`config.mk`:
```
export PLATFORM = sky130hd
export DESIGN_NAME = imem_boot_loader
export DESIGN_NICKNAME = d
export VERILOG_FILES = /design/src/rtl/imem_boot_loader.sv
export SDC_FILE = /design/constraint.sdc
export NUM_CORES = 1
export LEC_CHECK = 0
export BUFFER_PORTS_ARGS = -buffer_cell sky130_fd_sc_hd__buf_4
export CORE_MARGIN = 1.5
export CORE_UTILIZATION = 53
export CTS_CLUSTER_DIAMETER = 150
export DETAILED_ROUTE_END_ITERATION = 8
export GPL_ROUTABILITY_DRIVEN = 0
export GPL_TIMING_DRIVEN = 1
export PLACE_DENSITY = 0.79
export SYNTH_ARGS = -nofsm -noshare
export SYNTH_HDL_FRONTEND = slang
export SYNTH_SLANG_ARGS = --single-unit
export TNS_END_PERCENT = 30
```
`constraint.sdc`:
```
create_clock -name clock_i -period 3.13 [get_ports clock_i]
set_input_delay 0.4695 -clock clock_i [delete_from_list [all_inputs] [get_ports clock_i]]
set_output_delay 0.4695 -clock clock_i [all_outputs]
set_load 0.01 [all_outputs]
```
`src/rtl/imem_boot_loader.sv`:
```
`default_nettype none
// ============================================================================
//  Module      : imem_boot_loader
//  Description : Owns the instruction RAM address/write port. Loads a program
//                from a byte-serial source (little-endian, four bytes per
//                word) while holding the core in reset, then hands the RAM
//                read address to the fetch path.
//  Revision    : 1.0 - initial release
// ============================================================================
module imem_boot_loader #(
  parameter int ADDR_WIDTH = 10,
  parameter int DATA_WIDTH = 32
) (
  input  logic                  clock_i,
  input  logic                  reset_ni,
  input  logic                  loadStart_i,
  input  logic [ADDR_WIDTH:0]   wordCount_i,
  input  logic                  byteValid_i,
  input  logic [7:0]            byteData_i,
  output logic                  byteReady_o,
  input  logic [ADDR_WIDTH-1:0] cpuAddr_i,
  output logic                  cpuStall_o,
  output logic                  cpuResetHold_o,
  output logic [ADDR_WIDTH-1:0] ramAddr_o,
  output logic [DATA_WIDTH-1:0] ramWriteData_o,
  output logic                  ramWriteEnable_o,
  output logic                  loadDone_o
);

  localparam logic [1:0] c_IDLE  = 2'd0;
  localparam logic [1:0] c_LOAD  = 2'd1;
  localparam logic [1:0] c_WRITE = 2'd2;
  localparam logic [1:0] c_RUN   = 2'd3;

  // Largest legal load: the whole RAM.
  localparam logic [ADDR_WIDTH:0] c_MAX_WORDS = {1'b1, {ADDR_WIDTH{1'b0}}};

  logic [1:0]            state_q, state_d;
  // One bit wider than the RAM address so a full-RAM load can count to 1024.
  logic [ADDR_WIDTH:0]   ptr_q, ptr_d;
  logic [ADDR_WIDTH:0]   target_q, target_d;
  logic [1:0]            cnt_q, cnt_d;
  logic [DATA_WIDTH-1:0] shift_q, shift_d;
  logic                  done_q, done_d;

  logic [ADDR_WIDTH:0]   w_clamped;
  logic [ADDR_WIDTH:0]   w_ptr_next;

  assign w_clamped  = (wordCount_i > c_MAX_WORDS) ? c_MAX_WORDS : wordCount_i;
  assign w_ptr_next = ptr_q + 1'b1;

  // Next-state logic: load sequencing, byte assembly and word pointer.
  always_comb begin
    state_d  = state_q;
    ptr_d    = ptr_q;
    target_d = target_q;
    cnt_d    = cnt_q;
    shift_d  = shift_q;
    done_d   = 1'b0;
    case (state_q)
      c_IDLE, c_RUN: begin
        if (loadStart_i) begin
          target_d = w_clamped;
          ptr_d    = '0;
          cnt_d    = '0;
          shift_d  = '0;
          if (w_clamped == '0) begin
            state_d = c_RUN;
            done_d  = 1'b1;
          end else begin
            state_d = c_LOAD;
          end
        end
      end
      c_LOAD: begin
        if (byteValid_i) begin
          // Shifting in from the top leaves the first byte in [7:0].
          shift_d = {byteData_i, shift_q[DATA_WIDTH-1:8]};
          cnt_d   = cnt_q + 2'd1;
          if (cnt_q == 2'd3) begin
            state_d = c_WRITE;
          end
        end
      end
      c_WRITE: begin
        ptr_d = w_ptr_next;
        cnt_d = '0;
        if (w_ptr_next == target_q) begin
          state_d = c_RUN;
          done_d  = 1'b1;
        end else begin
          state_d = c_LOAD;
        end
      end
      default: state_d = c_IDLE;
    endcase
  end

  // State registers with asynchronous reset; a reset drops any partial word.
  always_ff @(posedge clock_i or negedge reset_ni) begin
    if (!reset_ni) begin
      state_q  <= c_IDLE;
      ptr_q    <= '0;
      target_q <= '0;
      cnt_q    <= '0;
      shift_q  <= '0;
      done_q   <= 1'b0;
    end else begin
      state_q  <= state_d;
      ptr_q    <= ptr_d;
      target_q <= target_d;
      cnt_q    <= cnt_d;
      shift_q  <= shift_d;
      done_q   <= done_d;
    end
  end

  // Output decode; in RUN the fetch address passes straight through so the
  // RAM read stays same-cycle.
  always_comb begin
    byteReady_o      = (state_q == c_LOAD);
    ramWriteEnable_o = (state_q == c_WRITE);
    ramWriteData_o   = (state_q == c_WRITE) ? shift_q : '0;
    cpuStall_o       = (state_q != c_RUN);
    cpuResetHold_o   = (state_q != c_RUN);
    loadDone_o       = done_q;
    case (state_q)
      c_LOAD, c_WRITE: ramAddr_o = ptr_q[ADDR_WIDTH-1:0];
      c_RUN:           ramAddr_o = cpuAddr_i;
      default:         ramAddr_o = '0;
    endcase
  end

endmodule
`default_nettype wire

```
# Word-level counts from Yosys, hierarchy flattened
# Cells that the tools add are included.
# totals
reg_bits	59
in_bits	33
# classes
n_addsub	2
n_lt_le_gt_ge	1
n_eq_ne	9
n_mux	21
reduce_logical	11
# ops
cell	count
$mux W32	3
$pmux W32 S2	1
$mux W11	2
$pmux W11 S2	1
$pmux W10 S2	1
$mux W2	7
$pmux W2 S3	2
$add A11 B1 Y11 const B	1
$eq A11 B11 Y1	1
$gt A11 B11 Y1 const B	1
$logic_not A11 Y1	1
$eq A2 B2 Y1 const B	3
$ne A2 B2 Y1 const B	3
$reduce_and A2 Y1	3
$reduce_and A3 Y1	2
$reduce_bool A2 Y1	2
$reduce_or A2 Y1	2
$mux W1	3
$add A2 B1 Y2 const B	1
$eq A2 B1 Y1 const B	1
$logic_not A2 Y1	1
$ne A2 B1 Y1 const B	1
$pmux W1 S2	1

# Longest topological paths before layout
# Gate-level depths: netlist of run 1.
# depth
depth_word	6
depth_mapped	8
ltp_nobuf	7

# Worst setup path before layout of run 1
# No wires, ideal clock.
# synth_timing
kind	reg-to-reg
from	reg ptr_q[1]
to	reg state_q[1]
t_arrival_ns	2.072
slack_ns	0.935
stages_incl_launch_ff	9
path_buffers	1
synth_period_minus_slack_ns	2.195
path_cell_list	dfrtp_1 ha_1 nand3_2 or3_1 buf_2 mux2_4 a31oi_1 a211oi_1 o221a_1
# synth_between
elab_chain_len	4
# synth_lines
item	line_no	text
from (decl)	40	logic [ADDR_WIDTH:0] ptr_q, ptr_d;
from (signal assigned)	110	ptr_q <= ptr_d;
$add A11 B1 Y11	50	assign w_ptr_next = ptr_q + 1'b1;
$eq A11 B11 Y1	88	if (w_ptr_next == target_q) begin
$mux W2	88	
$pmux W2 S3	60	case (state_q)
to (signal assigned)	102	state_q <= c_IDLE;
to (signal assigned)	109	state_q <= state_d;
to (decl)	38	logic [1:0] state_q, state_d;
# No other way between the ends.
# A chain may end at the register's enable or synchronous reset.

# Final worst setup path of run 1
# layout_timing
from	reg state_q[0]
to	reg shift_q[24]
# layout_between
elab_chain_len	4
elab_cells_between_ends	9
# layout_lines
item	line_no	text
$eq A2 B2 Y1 / $logic_not A2 Y1 (equally long branches)	60	
$reduce_or A2 Y1	60	
$ne A2 B2 Y1 (no source line) / $reduce_bool A2 Y1 (equally long branches)	n/a	
$reduce_and A3 Y1 (no source line)	n/a	
to (signal assigned)	113	shift_q <= shift_d;
to (decl)	43	logic [DATA_WIDTH-1:0] shift_q, shift_d;
# Parallel ways exist; a longest one is shown, timed or not.

==> results of run 1 <==
area by class of cell:
cell class	count	area, um2
Clock buffer	10	138
Clock inverter	5	30.0
Fill cell	449	1910
Inverter	9	33.8
Multi-Input combinational cell	231	1590
Sequential cell	59	1480
Tap cell	75	93.8
Timing Repair Buffer	82	616
stage by stage:
stage          setup WS, ps  hold slack, ps   util  instances  total power [uW]
3_3_place_gp            604             483  0.648        456              2400
3_5_place_dp            546             487  0.648        456              2440
4_1_cts                 525             220  0.676        471              3030
5_1_grt                 341             257  0.676        471              3230
2_1_floorplan           935             174      -        328              2010
6_report                504             205  0.676        471              3020
cells by family (layout without fill, tap and decap cells):
logic type      Yosys count  in the layout  share of synthesized area
mux                       6              6                     0.0210
simple gates            116            116                      0.192
fa+ha+maj                 8              8                     0.0303
compound gates           90             90                      0.217
xor+xnor                 11             11                     0.0342
flops                    59             59                      0.459
buf+inv                  38            106                     0.0463
critical path, cell delays in order (launching register included):
cell and delay [ps]:
dfrtp_1 390, inv_1 100, ha_1 560, or2_2 310
and3_1 940, a22o_1 250
cell usage in the layout, fill, tap and decap left out, types with 11 or more instances in the layout:
cell     instances
a22o_1          44
and2_1          32
buf_4           82
dfrtp_1         59
nand2_1         22
nand3_1         11
nor2_1          18
o21ai_0         16
routing by layer:
| metal | share of wire | track usage | vias up |
|---|---|---|---|
| met5 | 0 | 0 | - |
| met4 | 0.019 | 0.121 | 0 |
| met3 | 0.045 | 0.0551 | 14 |
| met2 | 0.47 | 0.367 | 74 |
| met1 | 0.47 | 0.342 | 1295 |
| li1 | - | - | 1294 |
flip-flops by register name (all words and copies together), names as in the netlist:
signal	cells
loadDone_o	1
cnt_q	2
target_q	11
state_q	2
shift_q	32
ptr_q	11
worst max path at each step:
stage,end,slack [ps],cells past startpoint
after floorplan,state_q[1],930,8
after global placement,shift_q[0],600,5
after detailed placement,shift_q[24],550,5
after CTS,shift_q[24],530,5
after global routing,shift_q[24],340,5
final,shift_q[24],500,5
where the power goes:
| group | switching, uW | internal (uW) |
|---|---|---|
| sequential | 184 | 952 |
| clock | 288 | 299 |
| combinational | 755 | 541 |
| total | 1230 | 1790 |
==> insert_results.sql, run 1 <==
INSERT INTO impl_metrics (metric_group, metric, value, unit) VALUES
('outcome', 'run_status', 'finished, final reports clean', ''),
('clock_network', 'cts_max_path_buffers', '2', ''),
('drt', 'postRouteWirelength', '7440', 'um'),
('layout', 'nNetsFinal', '432', ''),
('setup_path', 'timing.critical_path.fanout_max', '32', ''),
('floorplan', 'chipHeight', '80.9', 'um'),
('sta', 'post-route-min-period', '2630', 'ps'),
('drt', 'route.detailed.drc', '0', ''),
('drt', 'detail-route-antenna-nets', '0', ''),
('synthesis', 'synth_top_flop_cell', 'dfrtp_1', ''),
('clock_network', 'cts_htree_levels', '3', ''),
('clock_network', 'cts_setup_buffers', '0', ''),
('synthesis', 'async_reset_ff_frac', '1.00', ''),
('synthesis', 'synth.most_common_cell', 'dfrtp_1', ''),
('sta', 'final-hold-violation-count', '0', ''),
('grt', 'grt_max_degree', '60', ''),
('synthesis', 'synth.net_count', '368', ''),
('layout', 'synthToLayoutAreaGrowth', '23.7', '%'),
('clock_network', 'cts-resized-gates', '0', ''),
('floorplan', 'initial_core_utilization', '0.547', ''),
('clock_network', 'path_clk_slew', '70', 'ps'),
('drt', 'post_drt_via_cell_ratio', '5.68', ''),
('setup_path', 'worst-endpoint-required', '3390', 'ps'),
('setup_path', 'critPathCaptureType', 'flop', ''),
('synthesis', 'synth_largest_area_cell', 'dfrtp_1', ''),
('setup_path', 'cp-startpoint', 'state_q[0]', ''),
('clock_network', 'clock_network_latency_to_the_later_pin_of_the_worst_skew_pair', '330', 'ps'),
('drt', 'drt-pass1-iter-count', '4', ''),
('clock_network', 'clock-root-buffer', 'clkbuf_8', ''),
('sta', 'max_slew_margin', '0.252', ''),
('sta', 'final_min_period_over_clock_period', '0.839', ''),
('sta', 'timing.clock.skew', '8.86', 'ps'),
('sta', 'rsz0062_at_grt', 'no', ''),
('setup_path', 'critical_path.reg2reg.endpoint', 'shift_q[24]', ''),
('setup_path', 'reg2regPathDepth', '5', ''),
('synthesis', 'synth_edf_count', '0', ''),
('floorplan', 'fp.coreArea', '5890', 'um2'),
('setup_path', 'reg2reg_setup_slack', '500', 'ps'),
('sta', 'actual_transition_at_the_worst_max_transition_pin', '1120', 'ps'),
('synthesis', 'ys.warnings.count', '0', ''),
('synthesis', 'yosys-top-cells-count', 'dfrtp_1, a22o_1, and2_1, clkbuf_1, nand2_1', ''),
('sta', 'maxClockFrequency', '381', 'MHz'),
('floorplan', 'die_width', '80.9', 'um'),
('setup_path', 'crit_path_start_kind', 'flop', ''),
('floorplan', 'core.rowCount', '28', ''),
('setup_path', 'setup.worst_path.class', 'flop to flop', ''),
('synthesis', 'synthesis.area_per_instance', '9.81', 'um2'),
('synthesis', 'synth.yosys.seq_area_share', '0.459', ''),
('floorplan', 'floorplan.io_pins', '80', ''),
('setup_path', 'regToRegStartpoint', 'state_q[0]', ''),
('job', 'maxCapViolCount', '0', ''),
('synthesis', 'synth.top_cell.area_share', '0.459', ''),
('layout', 'final_layout_size_suffix_gt1_frac', '0.265', ''),
('clock_network', 'cts.sink_count', '59', ''),
('sta', 'final-setup-viol-count', '0', ''),
('synthesis', 'synth.ff_latch_count', '59', ''),
('synthesis', 'netlist_instances', '328', ''),
('grt', 'global_route.usage.total', '0.247', ''),
('pwr', 'pleak', '0.00198', 'uW'),
('setup_path', 'worst-endpoint-arrival', '2890', 'ps'),
('drt', 'detail_route.wl_per_cell', '15.8', 'um'),
('synthesis', 'synthesis.area', '3220', 'um2'),
('floorplan', 'die-area', '6550', 'um2'),
('grt', 'initial_antenna_violation_count', '0', ''),
('place', 'placement.io_buffers', '79', ''),
('synthesis', 'synth.distinct_cells', '46', ''),
('grt', 'first_pass_grt_wire_length', '12200', 'um'),
('clock_network', 'cts_made_buffers', '9', ''),
('grt', 'via_count_of_the_first_global_routing_pass', '2583', ''),
('sta', 'final_slew_viol_count', '0', ''),
('clock_network', 'cts-hold-fix-buffers', '0', ''),
('layout', 'number_of_antenna_diodes', '0', ''),
('clock_network', 'tritoncts', 'built', ''),
('worst_hold_path', 'min_path_type', 'input port to async pin', ''),
('sta', 'fin_tns_setup', '0', 'ps'),
('layout', 'fin_area', '3980', 'um2'),
('drt', 'drt_iter0_markers', '159', ''),
('synthesis', 'synth.area.top_cells', 'dfrtp_1, a22o_1, and2_1, ha_1, clkbuf_1', ''),
('place', 'place.detailed.hpwl', '5260', 'um'),
('pwr', 'power.ir.vdd_worst', '517', 'uV'),
('drt', 'detailroute.via_count', '2677', ''),
('pwr', 'power.density_cell_area', '758', 'nW/um2'),
('grt', 'grt_overflow', '0', ''),
('place', 'placed_cell_area', '3810', 'um2');
(Power assumes the default switching activity.)
==> run 2, diff against run 1 <==
==> constraint.sdc (replaced) <==
create_clock -name clock_i -period 2.6 [get_ports clock_i]
set_input_delay 0.39 -clock clock_i [delete_from_list [all_inputs] [get_ports clock_i]]
set_output_delay 0.39 -clock clock_i [all_outputs]
set_load 0.01 [all_outputs]
==> run 2 against run 1 <==
Net effect: combinational power increased by 25%; register-to-register slack got worse by 380 ps; via count rose by 1.5%; clock power up 58%; utilization increased by 1.5 points; clock skew decreased by 2.6 ps; wire length is 4.5% higher; non-clock buffer count up 5; critical path type unchanged; largest cell class unchanged; highest routed layer unchanged.
==> insert_results.sql, run 2 (synthesis results as in run 1) <==
INSERT INTO impl_metrics (metric_group, metric, value, unit) VALUES
('outcome', 'run_status', 'finished, final reports clean', ''),
('layout', 'layout.cells.most_common_list', 'buf_4, dfrtp_1, a22o_1', ''),
('setup_path', 'slowest_stage_cell_on_the_critical_path', 'or3_1', ''),
('clock_network', 'clock-root-buffer', 'clkbuf_8', ''),
('sta', 'timing.clock.skew', '6.29', 'ps'),
('clock_network', 'tritoncts', 'built', ''),
('drt', 'post_drt_via_cell_ratio', '5.71', ''),
('floorplan', 'fp.coreArea', '5890', 'um2'),
('sta', 'final-setup-viol-count', '0', ''),
('grt', 'first_pass_grt_wire_length', '12600', 'um'),
('pwr', 'pleak', '0.00203', 'uW'),
('layout', 'number_of_antenna_diodes', '0', ''),
('drt', 'drt_iter0_markers', '144', ''),
('floorplan', 'chipHeight', '80.9', 'um'),
('setup_path', 'cpLargestDelayFamily', 'simple AND/OR/NAND/NOR gates', ''),
('job', 'maxCapViolCount', '0', ''),
('grt', 'grt_overflow', '0', ''),
('drt', 'route.detailed.drc', '0', ''),
('floorplan', 'die-area', '6550', 'um2'),
('setup_path', 'crit_path_start_kind', 'flop', ''),
('pwr', 'power.density_cell_area', '964', 'nW/um2'),
('floorplan', 'floorplan.io_pins', '80', ''),
('clock_network', 'cts.sink_count', '59', ''),
('setup_path', 'setup.worst_path.class', 'flop to flop', ''),
('layout', 'largest_register_ff_count', '32', ''),
('layout', 'n_fill_cell', '454', ''),
('floorplan', 'core.rowCount', '28', ''),
('worst_hold_path', 'min_path_type', 'input port to async pin', ''),
('floorplan', 'initial_core_utilization', '0.547', ''),
('clock_network', 'cts_made_buffers', '9', ''),
('clock_network', 'path_clk_slew', '70', 'ps'),
('drt', 'detailroute.via_count', '2718', ''),
('sta', 'actual_transition_at_the_worst_max_transition_pin', '739', 'ps'),
('sta', 'final-hold-violation-count', '0', ''),
('drt', 'postRouteWirelength', '7770', 'um'),
('floorplan', 'die_width', '80.9', 'um'),
('layout', 'fin_area', '4070', 'um2'),
('drt', 'drt-pass1-iter-count', '4', ''),
('sta', 'final_min_period_over_clock_period', '0.951', ''),
('drt', 'detail_route.wl_per_cell', '16.3', 'um'),
('layout', 'layout_commonest_cell', 'buf_4', ''),
('clock_network', 'clock_network_latency_to_the_later_pin_of_the_worst_skew_pair', '340', 'ps'),
('layout', 'registers.top_by_ff_count', 'shift_q', ''),
('grt', 'global_route.usage.total', '0.260', ''),
('setup_path', 'worst-endpoint-arrival', '2700', 'ps'),
('sta', 'post-route-min-period', '2470', 'ps'),
('sta', 'holdWs', '117', 'ps'),
('pwr', 'power.ir.vdd_worst', '721', 'uV'),
('sta', 'final_slew_viol_count', '0', ''),
('setup_path', 'cpPeakStageDelay', '530', 'ps'),
('place', 'pre_cts_ws', '173', 'ps'),
('clock_network', 'cts-hold-fix-buffers', '0', ''),
('setup_path', 'critical_path_buf_inv_count', '0', ''),
('setup_path', 'worst-endpoint-required', '2830', 'ps'),
('setup_path', 'reg2regPathDepth', '7', ''),
('clock_network', 'cts_setup_buffers', '0', ''),
('clock_network', 'cts_htree_levels', '3', ''),
('setup_path', 'worstPathCellList', 'ha_1 > nand3_2 > or3_1 > mux2_4 > a31oi_1 > a211oi_2 > o221a_1', ''),
('sta', 'setup_ws', '129', 'ps'),
('layout', 'final_core_util', '0.692', ''),
('layout', 'nNetsFinal', '437', ''),
('grt', 'via_count_of_the_first_global_routing_pass', '2556', ''),
('place', 'placement.io_buffers', '79', ''),
('layout', 'synthToLayoutAreaGrowth', '26.5', '%'),
('place', 'placed_cell_area', '3850', 'um2'),
('setup_path', 'critical_path_depth', '7', ''),
('sta', 'maxClockFrequency', '405', 'MHz'),
('layout', 'largestRegisters', 'shift_q x32, ptr_q x11, target_q x11', ''),
('setup_path', 'timing.critical_path.fanout_max', '9', ''),
('sta', 'max_slew_margin', '0.507', ''),
('setup_path', 'critPathCaptureType', 'flop', ''),
('drt', 'detail-route-antenna-nets', '0', ''),
('grt', 'grt_max_degree', '60', ''),
('clock_network', 'cts_max_path_buffers', '2', ''),
('place', 'place.detailed.hpwl', '5280', 'um'),
('layout', 'final_layout_size_suffix_gt1_frac', '0.277', ''),
('grt', 'initial_antenna_violation_count', '0', '');
## run 2: report_power, final
part / internal (uW) / leakage [uW] / switching, uW / total [uW]
Clock: 557 / 0.000108 / 370 / 926
Sequential: 1150 / 0.000798 / 222 / 1370
Combinational: 687 / 0.00112 / 943 / 1630
## run 2: worst paths after layout
kind                               start     endpoint  slack [ps]
setup reg to reg                ptr_q[0]   state_q[1]         130
hold reg to reg               shift_q[4]   shift_q[4]         500
setup / recovery                ptr_q[0]   state_q[1]         130
min in group clock_i       byteData_i[5]  shift_q[29]         270
hold / removal                  reset_ni     ptr_q[5]         120
max in group asynchronous       reset_ni   shift_q[4]        2000
## run 2: final cells by class
cell class,count,area [um2],area share
clock buffer,10,138,0.0338
clock inverter,5,77.6,0.0191
inverter,9,33.8,0.00830
multi-input combinational,231,1600,0.393
sequential,59,1480,0.363
tap,75,93.8,0.0231
timing repair buffer,87,653,0.160
## run 2: layer usage
layer	vias up	global-route usage	share of wire
li1	1308	-	-
met2	91	0.404	0.48
met3	10	0.0438	0.060
met1	1309	0.358	0.45
met4	0	0.110	0.012
met5	-	0	0
## run 2: repair_timing
action | CTS | global route
gates resized for setup | 0 | 1
endpoints found under the hold margin | 0 | 0
setup endpoints to repair | 0 | 1
## run 2: through the flow
stage	cells	power, uW	setup TNS [ps]
after floorplan	328	2420	0
after global placement	461	2950	0
after detailed placement	461	3000	0
after CTS	476	3930	0
after global routing	476	4190	-0.882
final	476	3920	0
==> run 3, diff against run 2 <==
--- a/config.mk
+++ b/config.mk
@@ -7,12 +7,12 @@
 export LEC_CHECK = 0
 export BUFFER_PORTS_ARGS = -buffer_cell sky130_fd_sc_hd__buf_4
 export CORE_MARGIN = 1.5
-export CORE_UTILIZATION = 53
+export CORE_UTILIZATION = 57
 export CTS_CLUSTER_DIAMETER = 150
 export DETAILED_ROUTE_END_ITERATION = 8
 export GPL_ROUTABILITY_DRIVEN = 0
 export GPL_TIMING_DRIVEN = 1
-export PLACE_DENSITY = 0.79
+export PLACE_DENSITY = 0.85
 export SYNTH_ARGS = -nofsm -noshare
 export SYNTH_HDL_FRONTEND = slang
 export SYNTH_SLANG_ARGS = --single-unit
==> constraint.sdc (replaced) <==
create_clock -name clock_i -period 2.94 [get_ports clock_i]
set_input_delay 0.441 -clock clock_i [delete_from_list [all_inputs] [get_ports clock_i]]
set_output_delay 0.441 -clock clock_i [all_outputs]
set_load 0.01 [all_outputs]
==> run 3 against run 2 <==
Net effect: sequential power down 12%; via count up 0.15%; wire length down 6.0%; utilization up 3.8 points; sequential share of layout area up 0.72 points; final cell count down 1.5%; largest cell class unchanged; largest power group unchanged.
==> insert_results.sql, run 3 (synthesis results as in run 1) <==
INSERT INTO impl_metrics (metric_group, metric, value, unit) VALUES
('job', 'maxCapViolCount', '0', ''),
('pwr', 'power.density_cell_area', '814', 'nW/um2'),
('grt', 'first_pass_grt_wire_length', '12200', 'um'),
('drt', 'detail_route.wl_per_cell', '15.6', 'um'),
('grt', 'initial_antenna_violation_count', '0', ''),
('floorplan', 'core.rowCount', '27', ''),
('layout', 'final_layout_size_suffix_gt1_frac', '0.264', ''),
('clock_network', 'cts_max_path_buffers', '2', ''),
('outcome', 'run_status', 'finished, final reports clean', ''),
('layout', 'layout_commonest_cell', 'buf_4', ''),
('setup_path', 'crit_path_start_kind', 'flop', ''),
('layout', 'largest_register_ff_count', '32', ''),
('sta', 'post-route-min-period', '2470', 'ps'),
('drt', 'post_drt_via_cell_ratio', '5.80', ''),
('grt', 'grt_overflow', '0', ''),
('clock_network', 'cts_setup_buffers', '0', ''),
('clock_network', 'tritoncts', 'built', ''),
('setup_path', 'critical_path_buf_inv_count', '0', ''),
('layout', 'largestRegisters', 'shift_q x32, ptr_q x11, target_q x11', ''),
('clock_network', 'cts_htree_levels', '3', ''),
('sta', 'fin_tns_setup', '0', 'ps'),
('drt', 'drt-pass1-iter-count', '4', ''),
('drt', 'postRouteWirelength', '7310', 'um'),
('setup_path', 'critical_path_depth', '7', ''),
('sta', 'final-setup-viol-count', '0', ''),
('setup_path', 'timing.critical_path.fanout_max', '9', ''),
('worst_hold_path', 'min_path_type', 'input port to async pin', ''),
('drt', 'route.detailed.drc', '0', ''),
('place', 'placement.io_buffers', '79', ''),
('clock_network', 'clock-root-buffer', 'clkbuf_8', ''),
('floorplan', 'die_width', '78.1', 'um'),
('floorplan', 'chipHeight', '78.1', 'um'),
('sta', 'final-hold-violation-count', '0', ''),
('setup_path', 'cpPeakStageDelay', '530', 'ps'),
('layout', 'layout.cells.most_common_list', 'buf_4, dfrtp_1, a22o_1', ''),
('clock_network', 'cts_made_buffers', '9', ''),
('setup_path', 'worst-endpoint-required', '3160', 'ps'),
('layout', 'number_of_antenna_diodes', '0', ''),
('pwr', 'pleak', '0.00199', 'uW'),
('clock_network', 'cts-resized-gates', '0', ''),
('setup_path', 'setup.worst_path.class', 'flop to flop', ''),
('floorplan', 'floorplan.io_pins', '80', ''),
('sta', 'timing.clock.skew', '4.60', 'ps'),
('layout', 'nNetsFinal', '434', ''),
('drt', 'detailroute.via_count', '2722', ''),
('setup_path', 'worst-endpoint-arrival', '2690', 'ps'),
('setup_path', 'slowest_stage_cell_on_the_critical_path', 'or3_1', ''),
('clock_network', 'path_clk_slew', '60', 'ps'),
('pwr', 'power.ir.vdd_worst', '683', 'uV'),
('floorplan', 'fp.coreArea', '5470', 'um2'),
('sta', 'maxClockFrequency', '405', 'MHz'),
('setup_path', 'critPathCaptureType', 'flop', ''),
('sta', 'final_slew_viol_count', '0', ''),
('layout', 'registers.top_by_ff_count', 'shift_q', ''),
('setup_path', 'reg2regPathDepth', '7', ''),
('layout', 'synthToLayoutAreaGrowth', '24.0', '%'),
('drt', 'detail-route-antenna-nets', '0', ''),
('sta', 'actual_transition_at_the_worst_max_transition_pin', '1130', 'ps'),
('drt', 'drt_iter0_markers', '263', ''),
('sta', 'rsz0062_at_grt', 'no', ''),
('clock_network', 'cts.sink_count', '59', ''),
('place', 'place.detailed.hpwl', '5090', 'um'),
('clock_network', 'cts-hold-fix-buffers', '0', ''),
('grt', 'grt_max_degree', '60', ''),
('setup_path', 'cpLargestDelayFamily', 'simple AND/OR/NAND/NOR gates', ''),
('setup_path', 'worstPathCellList', 'ha_1 > nand3_2 > or3_1 > mux2_4 > a31oi_1 > a211oi_1 > o221a_1', ''),
('sta', 'max_slew_margin', '0.246', ''),
('pwr', 'power', '3250', 'uW'),
('grt', 'global_route.usage.total', '0.257', ''),
('grt', 'via_count_of_the_first_global_routing_pass', '2551', ''),
('sta', 'final_min_period_over_clock_period', '0.840', ''),
('floorplan', 'die-area', '6110', 'um2'),
('floorplan', 'initial_core_utilization', '0.588', ''),
('clock_network', 'clock_network_latency_to_the_later_pin_of_the_worst_skew_pair', '320', 'ps');
run 3: layout make-up:
| class | count | area (um2) |
|---|---|---|
| Inverter | 9 | 33.8 |
| Clock buffer | 12 | 155 |
| Clock inverter | 2 | 12.5 |
| Fill cell | 422 | 1480 |
| Multi-Input combinational cell | 231 | 1590 |
| Sequential cell | 59 | 1480 |
| Tap cell | 72 | 90.1 |
| Timing Repair Buffer | 84 | 631 |
run 3: layer usage:
layer  up-vias  wire (um)  track usage
li1       1300          -            -
met1      1315       3360        0.371
met2        95       3410        0.390
met3        12        420       0.0419
met4         0        121       0.0964
met5         -          0            0
run 3: power by group:
| part | switching (uW) | total (uW) | internal, uW |
|---|---|---|---|
| clock | 288 | 629 | 341 |
| combinational | 816 | 1410 | 594 |
| sequential | 195 | 1210 | 1010 |
| total | 1300 | 3250 | 1950 |
run 3: worst reg2reg max path: stages, from the launching register on:
cell      delay, ps
dfrtp_1         490
ha_1            290
nand3_2         180
or3_1           530
mux2_4          340
a31oi_1         180
a211oi_1         90
o221a_1         260
run 3: final timing paths:
check / startpoint / to / slack [ps]
setup / recovery: ptr_q[0] / state_q[1] / 470
hold / removal: reset_ni / ptr_q[3] / 180
setup reg to reg: ptr_q[0] / state_q[1] / 470
hold reg to reg: shift_q[0] / shift_q[0] / 500
max in group asynchronous: reset_ni / shift_q[14] / 2280
min in group clock_i: byteData_i[5] / shift_q[29] / 330
run 3: through the flow:
stage | setup slack (ps) | cells | utilization | area [um2] | hold slack, ps
6_report | 470 | 469 | 0.729 | 3990 | 179
3_3_place_gp | 604 | 455 | 0.699 | 3820 | 482
4_1_cts | 491 | 469 | 0.729 | 3990 | 203
2_1_floorplan | 745 | 328 | - | 3220 | 145
5_1_grt | 365 | 469 | 0.729 | 3990 | 226
3_5_place_dp | 513 | 455 | 0.699 | 3820 | 486
